File: config.mk
export PLATFORM = sky130hd
export DESIGN_NAME = pipelined_addsub
export DESIGN_NICKNAME = d
export VERILOG_FILES = /design/src/rtl/pipelined_addsub.sv
export SDC_FILE = /design/constraint.sdc
export NUM_CORES = 1
export LEC_CHECK = 0
export BUFFER_PORTS_ARGS = -buffer_cell sky130_fd_sc_hd__buf_2
export CORE_ASPECT_RATIO = 0.9
export CORE_MARGIN = 2
export CORE_UTILIZATION = 50
export DETAILED_ROUTE_END_ITERATION = 8
export PLACE_DENSITY = 0.71
export SLEW_MARGIN = 20
export SYNTH_ARGS = -nofsm -noshare
export SYNTH_HDL_FRONTEND = slang
export SYNTH_SLANG_ARGS = --single-unit
File: constraint.sdc
create_clock -name clk -period 9.32 [get_ports clk]
set_input_delay 1.864 -clock clk [delete_from_list [all_inputs] [get_ports clk]]
set_output_delay 1.864 -clock clk [all_outputs]
set_load 0.02 [all_outputs]
File: src/rtl/pipelined_addsub.sv
// Pipelined two's-complement add/sub with carry/borrow-in, carry-out, signed overflow and zero flags.
// Latency STAGES cycles from accept to out_valid; one WIDTH/STAGES-bit carry slice is resolved per stage.
// Valid/ready at both ends; a stalled output holds its value, bubbles are squeezed out, in_ready drops only when every stage is full and stalled.
module pipelined_addsub #(
  parameter int WIDTH  = 16,
  parameter int STAGES = 4
) (
  input  logic             clk,
  input  logic             rst,
  input  logic             in_valid,
  output logic             in_ready,
  input  logic [WIDTH-1:0] a,
  input  logic [WIDTH-1:0] b,
  input  logic             sub,
  input  logic             cin,
  output logic             out_valid,
  input  logic             out_ready,
  output logic [WIDTH-1:0] sum,
  output logic             cout,
  output logic             ovf,
  output logic             zero
);

  localparam int SW   = WIDTH / STAGES;
  localparam int LAST = STAGES - 1;

  // Per-stage state: operands travel alongside the partially completed sum so
  // each stage only has to look at its own slice plus the registered carry.
  logic [STAGES-1:0] r_vld;
  logic [STAGES-1:0] r_c;
  logic [WIDTH-1:0]  r_a   [STAGES];
  logic [WIDTH-1:0]  r_b   [STAGES];
  logic [WIDTH-1:0]  r_sum [STAGES];
  logic              r_ovf;
  logic              r_zero;

  // Stage inputs (what each stage would capture) and computed next values.
  logic [WIDTH-1:0]  w_bp;
  logic              w_c0;
  logic [STAGES-1:0] w_src_v;
  logic [STAGES-1:0] w_src_c;
  logic [WIDTH-1:0]  w_src_a [STAGES];
  logic [WIDTH-1:0]  w_src_b [STAGES];
  logic [WIDTH-1:0]  w_src_s [STAGES];
  logic [WIDTH-1:0]  w_nx_s  [STAGES];
  logic [STAGES-1:0] w_nx_c;
  logic [SW:0]       w_slc;
  logic              w_ovf;
  logic              w_zero;
  logic [STAGES-1:0] w_en;

  // One slice add per stage; the carry into stage k always comes from a register.
  always_comb begin
    w_bp  = sub ? ~b : b;
    w_c0  = sub ? ~cin : cin;
    w_slc = '0;
    w_src_v[0] = in_valid;
    w_src_c[0] = w_c0;
    w_src_a[0] = a;
    w_src_b[0] = w_bp;
    w_src_s[0] = '0;
    for (int k = 1; k < STAGES; k++) begin
      w_src_v[k] = r_vld[k-1];
      w_src_c[k] = r_c[k-1];
      w_src_a[k] = r_a[k-1];
      w_src_b[k] = r_b[k-1];
      w_src_s[k] = r_sum[k-1];
    end
    for (int k = 0; k < STAGES; k++) begin
      w_slc = {1'b0, w_src_a[k][k*SW +: SW]} + {1'b0, w_src_b[k][k*SW +: SW]}
            + {{SW{1'b0}}, w_src_c[k]};
      w_nx_s[k] = w_src_s[k];
      w_nx_s[k][k*SW +: SW] = w_slc[SW-1:0];
      w_nx_c[k] = w_slc[SW];
    end
    // Flags are folded into the last stage register so the outputs stay registered
    // (and read 0 during reset, which a combinational zero-detect would not).
    w_ovf  = (w_src_a[LAST][WIDTH-1] == w_src_b[LAST][WIDTH-1]) &&
             (w_nx_s[LAST][WIDTH-1] != w_src_a[LAST][WIDTH-1]);
    w_zero = (w_nx_s[LAST] == '0);
  end

  // A stage may capture when it or any stage after it is empty, or the output drains;
  // written as a flat OR per stage rather than a rippling chain.
  always_comb begin
    w_en = '0;
    for (int k = 0; k < STAGES; k++) begin
      w_en[k] = out_ready;
      for (int j = k; j < STAGES; j++) begin
        if (!r_vld[j]) w_en[k] = 1'b1;
      end
    end
  end

  assign in_ready = w_en[0];

  // Pipeline registers; data only updates when a valid op moves in, so stalled
  // or idle stages keep their contents.
  always_ff @(posedge clk or posedge rst) begin
    if (rst) begin
      r_vld  <= '0;
      r_c    <= '0;
      r_ovf  <= 1'b0;
      r_zero <= 1'b0;
      for (int k = 0; k < STAGES; k++) begin
        r_a[k]   <= '0;
        r_b[k]   <= '0;
        r_sum[k] <= '0;
      end
    end else begin
      for (int k = 0; k < STAGES; k++) begin
        if (w_en[k]) begin
          r_vld[k] <= w_src_v[k];
          if (w_src_v[k]) begin
            r_a[k]   <= w_src_a[k];
            r_b[k]   <= w_src_b[k];
            r_sum[k] <= w_nx_s[k];
            r_c[k]   <= w_nx_c[k];
          end
        end
      end
      if (w_en[LAST] && w_src_v[LAST]) begin
        r_ovf  <= w_ovf;
        r_zero <= w_zero;
      end
    end
  end

  assign out_valid = r_vld[LAST];
  assign sum       = r_sum[LAST];
  assign cout      = r_c[LAST];
  assign ovf       = r_ovf;
  assign zero      = r_zero;

endmodule
==> impl_metrics.py <==
metrics = {
    "outcome": {
        "status": "finished clean",
    },
    "clocking": {
        "insertion_delay_ps": 350,
        "numClockSinks": 98,
        "numCtsBuffers": 9,
        "cts_root_buffer": "clkbuf_8",
        "postCtsHoldBufs": 0,
        "post_cts.repair.setup_buffers": 0,
        "cts_htree_levels": 3,
        "clockBufferDepth": 2,
        "clkTransAtPathRegs_ps": 80,
        "cts_resized": 0,
        "cts_tree": "yes",
    },
    "placed_design": {
        "numPortBuffers": 58,
        "dpl.hpwl_mm": 4.98,
        "dp_worst_setup_slack_ps": 4740,
        "gp_congestion": 0.732,
    },
    "global_routing": {
        "grt_pass1_vias": 2458,
        "antenna_found_initial": 0,
        "grtUsageTotal_pct": 15.8,
        "grt_start_max_net_pins": 82,
        "grt_overflow_total": 0,
        "grt_pass1_wl_mm": 11.8,
    },
    "drt": {
        "dr.pass1.iters": 4,
        "vias": 2420,
        "drt-total-wl_mm": 6.78,
        "antenna_left": 0,
        "wl_per_cell_um": 13.5,
        "drt-initial-drc-count": 69,
        "vias_per_cell": 4.82,
        "drc": 0,
    },
    "pwr": {
        "ir_worst_vdd_v": 0.0000951,
        "power-per-cell-area_mw_per_mm2": 283,
        "p_leak_nw": 2.28,
        "power_mw": 1.39,
    },
    "worst_setup_path": {
        "crit_fanout": 4,
        "required_ps": 7460,
        "endpoint_kind": "output port",
        "path_class": "in -> out",
        "crit_arrival_ps": 2730,
        "cp-start-kind": "input pin",
    },
    "synthesis": {
        "yosysUniqueCellTypes": 27,
        "synth_most_common_cell": "dfrtp_1",
        "synth_top_cell_by_area": "dfrtp_1",
        "ys_seq_area_share_pct": 55.1,
        "synth-main-ff-cell": "dfrtp_1",
        "netlist_instances": 337,
        "async_flop_share_pct": 100,
        "synth-seq-cells": 98,
        "yosysWarnings": 0,
        "syn_avg_cell_area_um2": 13.2,
        "synthTopCellsByArea": "dfrtp_1, mux2_2, fa_1",
        "syn-cell-area_mm2": 0.00445,
        "yosys-top-cells-count": "dfrtp_1, mux2_2, nand2_1",
        "synth_edf_count": 0,
        "netlist.area_leader.share_pct": 55.1,
        "syn_nets": 395,
    },
    "sta": {
        "tightest_slew_ps": 1020,
        "setup_viol": 0,
        "relSlewSlack_pct": 31.9,
        "max_clock_freq_mhz": 218,
        "layout_min_cycle_time_ps": 4590,
        "finalSetupTns_ps": 0,
        "worst_clock_skew_ps": 4.57,
        "worst_slack_ps": 4730,
        "period_share_pct": 49.3,
        "hold_viol": 0,
        "rsz0062_at_grt": "false",
        "slew_viol_final": 0,
    },
    "die": {
        "die_x_um": 103,
        "dieHeight_um": 93.5,
        "ios": 59,
        "coreArea_mm2": 0.00861,
        "start_util_pct": 51.7,
        "rows": 32,
        "die_area_mm2": 0.00966,
    },
    "layout": {
        "nNetsFinal": 437,
        "drive_gt1_share_pct": 35.5,
        "n_antenna_cell": 0,
        "areaGrowthSynthToFinish_pct": 10.4,
    },
    "min_path": {
        "worstHoldPathType": "reg -> reg",
    },
    "job": {
        "max-cap-violations": 0,
    },
}
metrics by stage:
step / hold slack, ps / std cells / cell area [µm²] / utilization, %
floorplan: 445 / 337 / 4450 / -
global placement: 461 / 487 / 4700 / 54.6
detailed placement: 463 / 487 / 4700 / 54.6
CTS: 482 / 502 / 4900 / 56.9
global route: 507 / 502 / 4910 / 57.0
finish: 478 / 502 / 4910 / 57.0
report_power, final:
| group | internal, mW | switching, mW | total (mW) |
|---|---|---|---|
| clock | 0.145 | 0.135 | 0.280 |
| combinational | 0.225 | 0.222 | 0.447 |
| sequential | 0.571 | 0.0914 | 0.663 |
layout make-up:
type                    instances  area (µm²)
flip-flops and latches         98        2450
well taps                     119         149
repair buffers                 59         302
clock inverters                 2        35.0
inverters                      10        38.8
clock buffers                  13         169
multi-input cells             201        1760
fillers                       723        3700
path summary, 6_finish.rpt:
| check | startpoint | end | slack (ps) | cells past startpoint |
|---|---|---|---|---|
| setup / recovery | out_ready | in_ready | 4730 | 4 |
| hold / removal | ovf | ovf | 480 | 2 |
| setup reg to reg | r_c[2] | zero | 7230 | 5 |
| hold reg to reg | ovf | ovf | 480 | 2 |
| max in group asynchronous | rst | r_b[41] | 6910 | 3 |
| min in group asynchronous | rst | sum[9] | 1440 | 2 |
placed cells by master (no fill, tap or decap), types with 2 or more instances in the layout:
cell type / n
o21ai_0: 23
xnor2_1: 14
o31ai_1: 2
dfrtp_1: 98
nand2b_1: 4
nor4_1: 3
nor2_1: 2
inv_1: 9
xor2_1: 12
nand2_1: 28
ha_1: 12
buf_2: 58
a21o_1: 8
clkbuf_8: 12
a21oi_1: 9
nand2_2: 2
mux2_2: 57
clkinv_2: 2
mux2_1: 10
fa_1: 8
critical path, cell delays in order:
cell and delay (ps):
buf_2 110, nand4b_2 270, or2_2 330, buf_2 160
routing by layer:
metal | track usage [%] | wire (µm) | vias up | part of all wire [%]
li1 | - | - | 1214 | -
met1 | 24.4 | 3510 | 1147 | 52
met2 | 21.6 | 2860 | 51 | 42
met3 | 3.81 | 303 | 8 | 4.5
met4 | 5.92 | 103 | 0 | 1.5
met5 | 0 | 0 | - | 0
registers in the layout (all words and copies together) (netlist names):
name / flops
r_vld: 4
r_sum: 24
r_a: 24
sum: 16
r_b: 24
zero: 1
r_c: 4
ovf: 1
cell families after synthesis:
| kind of cell | after synthesis | synth area share, % |
|---|---|---|
| compound gates | 44 | 5.82 |
| xor+xnor | 26 | 5.12 |
| fa+ha+maj | 20 | 6.98 |
| buf+inv | 38 | 5.29 |
| flops | 98 | 55.1 |
| mux | 67 | 17.0 |
| simple gates | 44 | 4.67 |
(Power assumes the default switching activity.)
